### config.mk
export PLATFORM = sky130hd
export DESIGN_NAME = decode_stage
export DESIGN_NICKNAME = d
export VERILOG_FILES = /design/src/rtl/decode_stage.sv
export SDC_FILE = /design/constraint.sdc
export NUM_CORES = 1
export LEC_CHECK = 0
export ABC_CLOCK_PERIOD_IN_PS = 2400
export CORE_ASPECT_RATIO = 0.8
export CORE_MARGIN = 3
export CORE_UTILIZATION = 25
export DETAILED_ROUTE_END_ITERATION = 12
export GPL_TIMING_DRIVEN = 0
export HOLD_SLACK_MARGIN = 0.06
export PLACE_DENSITY = 0.64
export SYNTH_ARGS = -nofsm -noshare
export SYNTH_HDL_FRONTEND = slang
export SYNTH_SLANG_ARGS = --single-unit
### constraint.sdc
create_clock -name clk -period 2.4 [get_ports clk]
set_input_delay 0.24 -clock clk [delete_from_list [all_inputs] [get_ports clk]]
set_output_delay 0.24 -clock clk [all_outputs]
set_load 0.005 [all_outputs]
### src/rtl/decode_stage.sv
// RV32I decode stage: one-entry registered bundle with valid/ready handshake,
// load-use hazard stall and branch flush.
module decode_stage (
  input  logic        clk,
  input  logic        rst_n,
  input  logic [31:0] instr_i,
  input  logic [31:0] pc_i,
  input  logic        instr_valid_i,
  output logic        ready_o,
  input  logic        flush_i,
  input  logic        ex_ready_i,
  output logic        valid_o,
  output logic [31:0] pc_o,
  output logic [6:0]  opcode_o,
  output logic [2:0]  funct3_o,
  output logic [6:0]  funct7_o,
  output logic [4:0]  rs1_o,
  output logic [4:0]  rs2_o,
  output logic [4:0]  rd_o,
  output logic        rd_we_o,
  output logic [31:0] imm_o,
  output logic        is_load_o,
  output logic        illegal_o
);
  localparam logic [6:0] OP_LUI    = 7'b0110111;
  localparam logic [6:0] OP_AUIPC  = 7'b0010111;
  localparam logic [6:0] OP_JAL    = 7'b1101111;
  localparam logic [6:0] OP_JALR   = 7'b1100111;
  localparam logic [6:0] OP_BRANCH = 7'b1100011;
  localparam logic [6:0] OP_LOAD   = 7'b0000011;
  localparam logic [6:0] OP_STORE  = 7'b0100011;
  localparam logic [6:0] OP_OPIMM  = 7'b0010011;
  localparam logic [6:0] OP_OP     = 7'b0110011;
  localparam logic [6:0] OP_MISC   = 7'b0001111;
  localparam logic [6:0] OP_SYSTEM = 7'b1110011;
  localparam logic [31:0] NOP      = 32'h0000_0013;

  logic [31:0] instr_q, pc_q;
  logic        valid_q;
  logic        hazard, take, legal_op, uses_rs1, uses_rs2, writes_rd;
  logic [6:0]  in_op;

  assign opcode_o  = instr_q[6:0];
  assign rd_o      = instr_q[11:7];
  assign funct3_o  = instr_q[14:12];
  assign rs1_o     = instr_q[19:15];
  assign rs2_o     = instr_q[24:20];
  assign funct7_o  = instr_q[31:25];
  assign pc_o      = pc_q;
  assign valid_o   = valid_q;
  assign is_load_o = (opcode_o == OP_LOAD);

  always_comb begin
    imm_o     = '0;
    legal_op  = 1'b1;
    writes_rd = 1'b0;
    unique case (opcode_o)
      OP_LOAD, OP_OPIMM, OP_JALR: begin
        imm_o     = {{20{instr_q[31]}}, instr_q[31:20]};
        writes_rd = 1'b1;
      end
      OP_SYSTEM: begin
        imm_o     = {{20{instr_q[31]}}, instr_q[31:20]};
        writes_rd = (funct3_o != 3'd0);
      end
      OP_STORE:  imm_o = {{20{instr_q[31]}}, instr_q[31:25], instr_q[11:7]};
      OP_BRANCH: imm_o = {{19{instr_q[31]}}, instr_q[31], instr_q[7],
                          instr_q[30:25], instr_q[11:8], 1'b0};
      OP_LUI, OP_AUIPC: begin
        imm_o     = {instr_q[31:12], 12'b0};
        writes_rd = 1'b1;
      end
      OP_JAL: begin
        imm_o     = {{11{instr_q[31]}}, instr_q[31], instr_q[19:12],
                     instr_q[20], instr_q[30:21], 1'b0};
        writes_rd = 1'b1;
      end
      OP_OP:     writes_rd = 1'b1;
      OP_MISC:   ;
      default:   legal_op = 1'b0;
    endcase
  end

  assign illegal_o = (instr_q[1:0] != 2'b11) || !legal_op ||
                     ((opcode_o == OP_OP) && (funct7_o != 7'h00) && (funct7_o != 7'h20));
  assign rd_we_o   = writes_rd && (rd_o != 5'd0) && !illegal_o;

  // Operand usage of the incoming (not yet decoded) word, for load-use detection
  assign in_op    = instr_i[6:0];
  assign uses_rs1 = !((in_op == OP_LUI) || (in_op == OP_AUIPC) || (in_op == OP_JAL));
  assign uses_rs2 = (in_op == OP_BRANCH) || (in_op == OP_STORE) || (in_op == OP_OP);
  assign hazard   = instr_valid_i && valid_q && is_load_o && (rd_o != 5'd0) &&
                    ((uses_rs1 && instr_i[19:15] == rd_o) ||
                     (uses_rs2 && instr_i[24:20] == rd_o));

  assign ready_o = (!valid_q || ex_ready_i) && !hazard;
  assign take    = instr_valid_i && ready_o && !flush_i;

  always_ff @(posedge clk or negedge rst_n) begin
    if (!rst_n) begin
      valid_q <= 1'b0;
      instr_q <= NOP;
      pc_q    <= '0;
    end else begin
      if (flush_i)                    valid_q <= 1'b0;
      else if (take)                  valid_q <= 1'b1;
      else if (valid_q && ex_ready_i) valid_q <= 1'b0;
      // Bundle only moves on an accepted transfer, so it is frozen while stalled
      if (take) begin
        instr_q <= instr_i;
        pc_q    <= pc_i;
      end
    end
  end
endmodule

==> flow_metrics.env <==
export IMPL_status="finished, violations left"
export IMPL_violations="setup timing"
export IMPL_startpoint_type="flip-flop"
export IMPL_cp_common_cell="buf_6"
export IMPL_drive_above_1_share_pct=18.1
export IMPL_seqPwrFrac_pct=36.7
export IMPL_power_per_cell_area_mw_per_mm2=591
export IMPL_max_slew_margin_pct=43.7
export IMPL_synth_top_area_share_pct=44.6
export IMPL_grt_usage_pct=17.9
export IMPL_yosys_top_cells_area="dfrtp_1 45%, nand2_1 15%, o22ai_1 11%, a21o_1 4.1%, dfstp_2 2.3%"
export IMPL_cts_root_buf="clkbuf_16"
export IMPL_register_area_mm2=0.00164
export IMPL_netlist_top_cells_count="138 x nand2_1, 62 x dfrtp_1, 61 x o22ai_1"
export IMPL_rows=37
export IMPL_wl_met1_um=6380
export IMPL_setup_violations=2
export IMPL_setup_tns_ns=-0.214
export IMPL_critical_path_buf_inv_count=3
export IMPL_avgSynthCellArea_um2=8.46
export IMPL_ys_seq_area_share_pct=46.9
export IMPL_period_share_pct=107
export IMPL_path_max_fanout=9
export IMPL_crit_chain="buf_6 > or4_4 > nor4_4 > nand4_1 > o21ai_4 > buf_6 > nor2_1 > clkbuf_2"
export IMPL_die_h_um=111
export IMPL_drt_iter0_drc=265
export IMPL_placed_area_mm2=0.00538
export IMPL_fmax_mhz=389
export IMPL_multi_input_area_mm2=0.00179
export IMPL_grt_max_degree=66
export IMPL_syn_inst=411
export IMPL_drt_first_pass_iters=5
export IMPL_hpwl_um=10000
export IMPL_wl_met2_um=6750
export IMPL_hold_viol=0
export IMPL_cts_num_sinks=65
export IMPL_port_buffers=169
export IMPL_internal_power_mw=2.68
export IMPL_wl_met3_um=1250
export IMPL_wl_per_cell_um=18.0
export IMPL_drc=0
export IMPL_cts_max_level=3
export IMPL_n_antenna_cell=0
export IMPL_p_sw_mw=1.07
export IMPL_top_layer_used="met4"
export IMPL_synth_edf_count=0
export IMPL_switching_share_pct=28.6
export IMPL_layout_min_cycle_time_ns=2.57
export IMPL_p_leak_nw=3.25
export IMPL_vias_per_cell=5.02
export IMPL_cts_inserted_buffers=9
export IMPL_areaGrowthSynthToFinish_pct=82.5
export IMPL_power_frac_clock_pct=35.8
export IMPL_syn_num_nets=480
export IMPL_synth_warnings=0
export IMPL_worstPathRequired_ns=2.16
export IMPL_initial_utilization_pct=26.3
export IMPL_fillerInstances=1232
export IMPL_drt_total_wl_um=14600
export IMPL_gp_congestion=0.849
export IMPL_cts_tree="yes"
export IMPL_grt_pass1_wl_um=21600
export IMPL_synth_most_common_cell="nand2_1"
export IMPL_nets=699
export IMPL_reg2reg_depth=9
export IMPL_place_ws_ns=-0.476
export IMPL_max_slew_worst_pin_slew_ns=0.844
export IMPL_grt_pass1_vias=3927
export IMPL_antenna_found_initial=0
export IMPL_num_vias=4066
export IMPL_cp_arrival_ns=2.33
export IMPL_synth_ff_type="dfrtp_1"
export IMPL_antenna_left=0
export IMPL_core_mm2=0.0132
export IMPL_hold_class="in -> async"
export IMPL_rsz0062_at_grt="yes"
export IMPL_syn_area_mm2=0.00348
export IMPL_ctsLongestPathBuffers=2
export IMPL_drv_cap=0
export IMPL_die_area_mm2=0.0154
export IMPL_peakVddDrop_v=0.000450
export IMPL_maxSlewViolCount=0
export IMPL_finClkSkew_ns=0.00572
export IMPL_clk_latency_ns=0.33
export IMPL_comb_power_share_pct=27.4
export IMPL_crit_family="simple AND/OR/NAND/NOR gates"
export IMPL_worst_path_stages=8
export IMPL_pin_count=170
export IMPL_grt_overflow_total=0
export IMPL_endpoint_kind="output port"
export IMPL_final_util_pct=47.9
export IMPL_synth_cell_types=43
export IMPL_synth_seq_cells=65
export IMPL_stdcell_area_mm2=0.00634
export IMPL_async_flop_share_pct=100
export IMPL_clk_pin_slew_ns=0.06
export IMPL_synth_top_area_cell="dfrtp_1"
export IMPL_slowest_delay_ns=0.58
export IMPL_die_w_um=138
export IMPL_critical_path_class="reg -> out"
export IMPL_critPathSlowestCell="or4_4"
export IMPL_fin_ws_ns=-0.172
-- layout by cell type (no fill, tap or decap), types with 4 or more instances in the layout --
master,count
buf_8,5
o21ai_1,6
a21oi_1,5
dfrtp_2,6
clkbuf_1,12
clkbuf_2,5
buf_2,4
xor2_1,7
a22o_1,5
and2_1,7
buf_4,35
a21o_1,19
clkdlybuf4s50_1,134
inv_1,4
o22ai_1,61
dfrtp_1,56
dlymetal6s2s_1,25
nand2_1,135
buf_6,15
clkbuf_16,12
nor2_1,8
-- power by group through the flow --
stage	Combinational (mW)	Sequential [mW]	Clock, mW
final	1.03	1.38	1.34
after global placement	0.861	1.38	0
after CTS	0.956	1.37	1.37
after detailed placement	0.873	1.38	0
after floorplan	0.338	1.36	0
after global routing	1.11	1.40	1.42
-- stage by stage --
| step | hold WS, ns | total power, mW | cells |
|---|---|---|---|
| 6_report | 0.0246 | 3.75 | 810 |
| 5_1_grt | 0.0914 | 3.93 | 810 |
| 4_1_cts | 0.0652 | 3.70 | 788 |
| 3_5_place_dp | 0.406 | 2.26 | 755 |
| 3_3_place_gp | 0.493 | 2.24 | 755 |
| 2_1_floorplan | -0.0556 | 1.70 | 411 |
-- worst paths after layout --
kind,slack [ns],to,startpoint
min in group clk,0.46,instr_q[1],instr_i[1]
max reg2reg,0.03,pc_o[23],instr_q[2]
min reg2reg,0.53,instr_q[1],instr_q[1]
min,0.02,pc_o[22],rst_n
max in group asynchronous,1.78,instr_q[3],rst_n
max,-0.17,ready_o,instr_q[2]
-- flip-flops by register name, summed over array words and instances, names as in the netlist --
register,flops
pc_o,32
valid_o,1
instr_q,32
-- routing by layer --
layer	GRT usage, %	vias to the layer above
li1	-	1875
met1	24.6	1990
met2	28.3	187
met3	4.97	14
met4	3.62	0
met5	0	-
-- cell families (layout without fill, tap and decap cells) --
kind of cell / after synthesis / count (layout) / share of synthesized area, %
muxes: 1 / 1 / 0.288
and+or+nand+nor: 183 / 183 / 22.1
buffers and inverters: 38 / 262 / 6.26
AOI/OAI and AO/OA: 114 / 114 / 21.9
xor gates and xnor gates: 10 / 10 / 2.52
DFF: 65 / 65 / 46.9
-- timing repair --
action | CTS | global route
setup endpoints to repair | 36 | 47
cloned | 0 | 3
hold buffers | 0 | 0
pin swaps | 8 | 9
resized for setup | 51 | 72
buffers inserted | 18 | 20
-- final cells by class --
type	count	area share, %
flip-flops and latches	65	25.8
well taps	175	3.45
multi-input cells	308	28.2
inverters	4	0.237
clock inverters	3	0.631
clock buffers	13	4.10
plain buffers	33	4.48
repair buffers	209	33.0
Power figures use the tool's default switching activity.
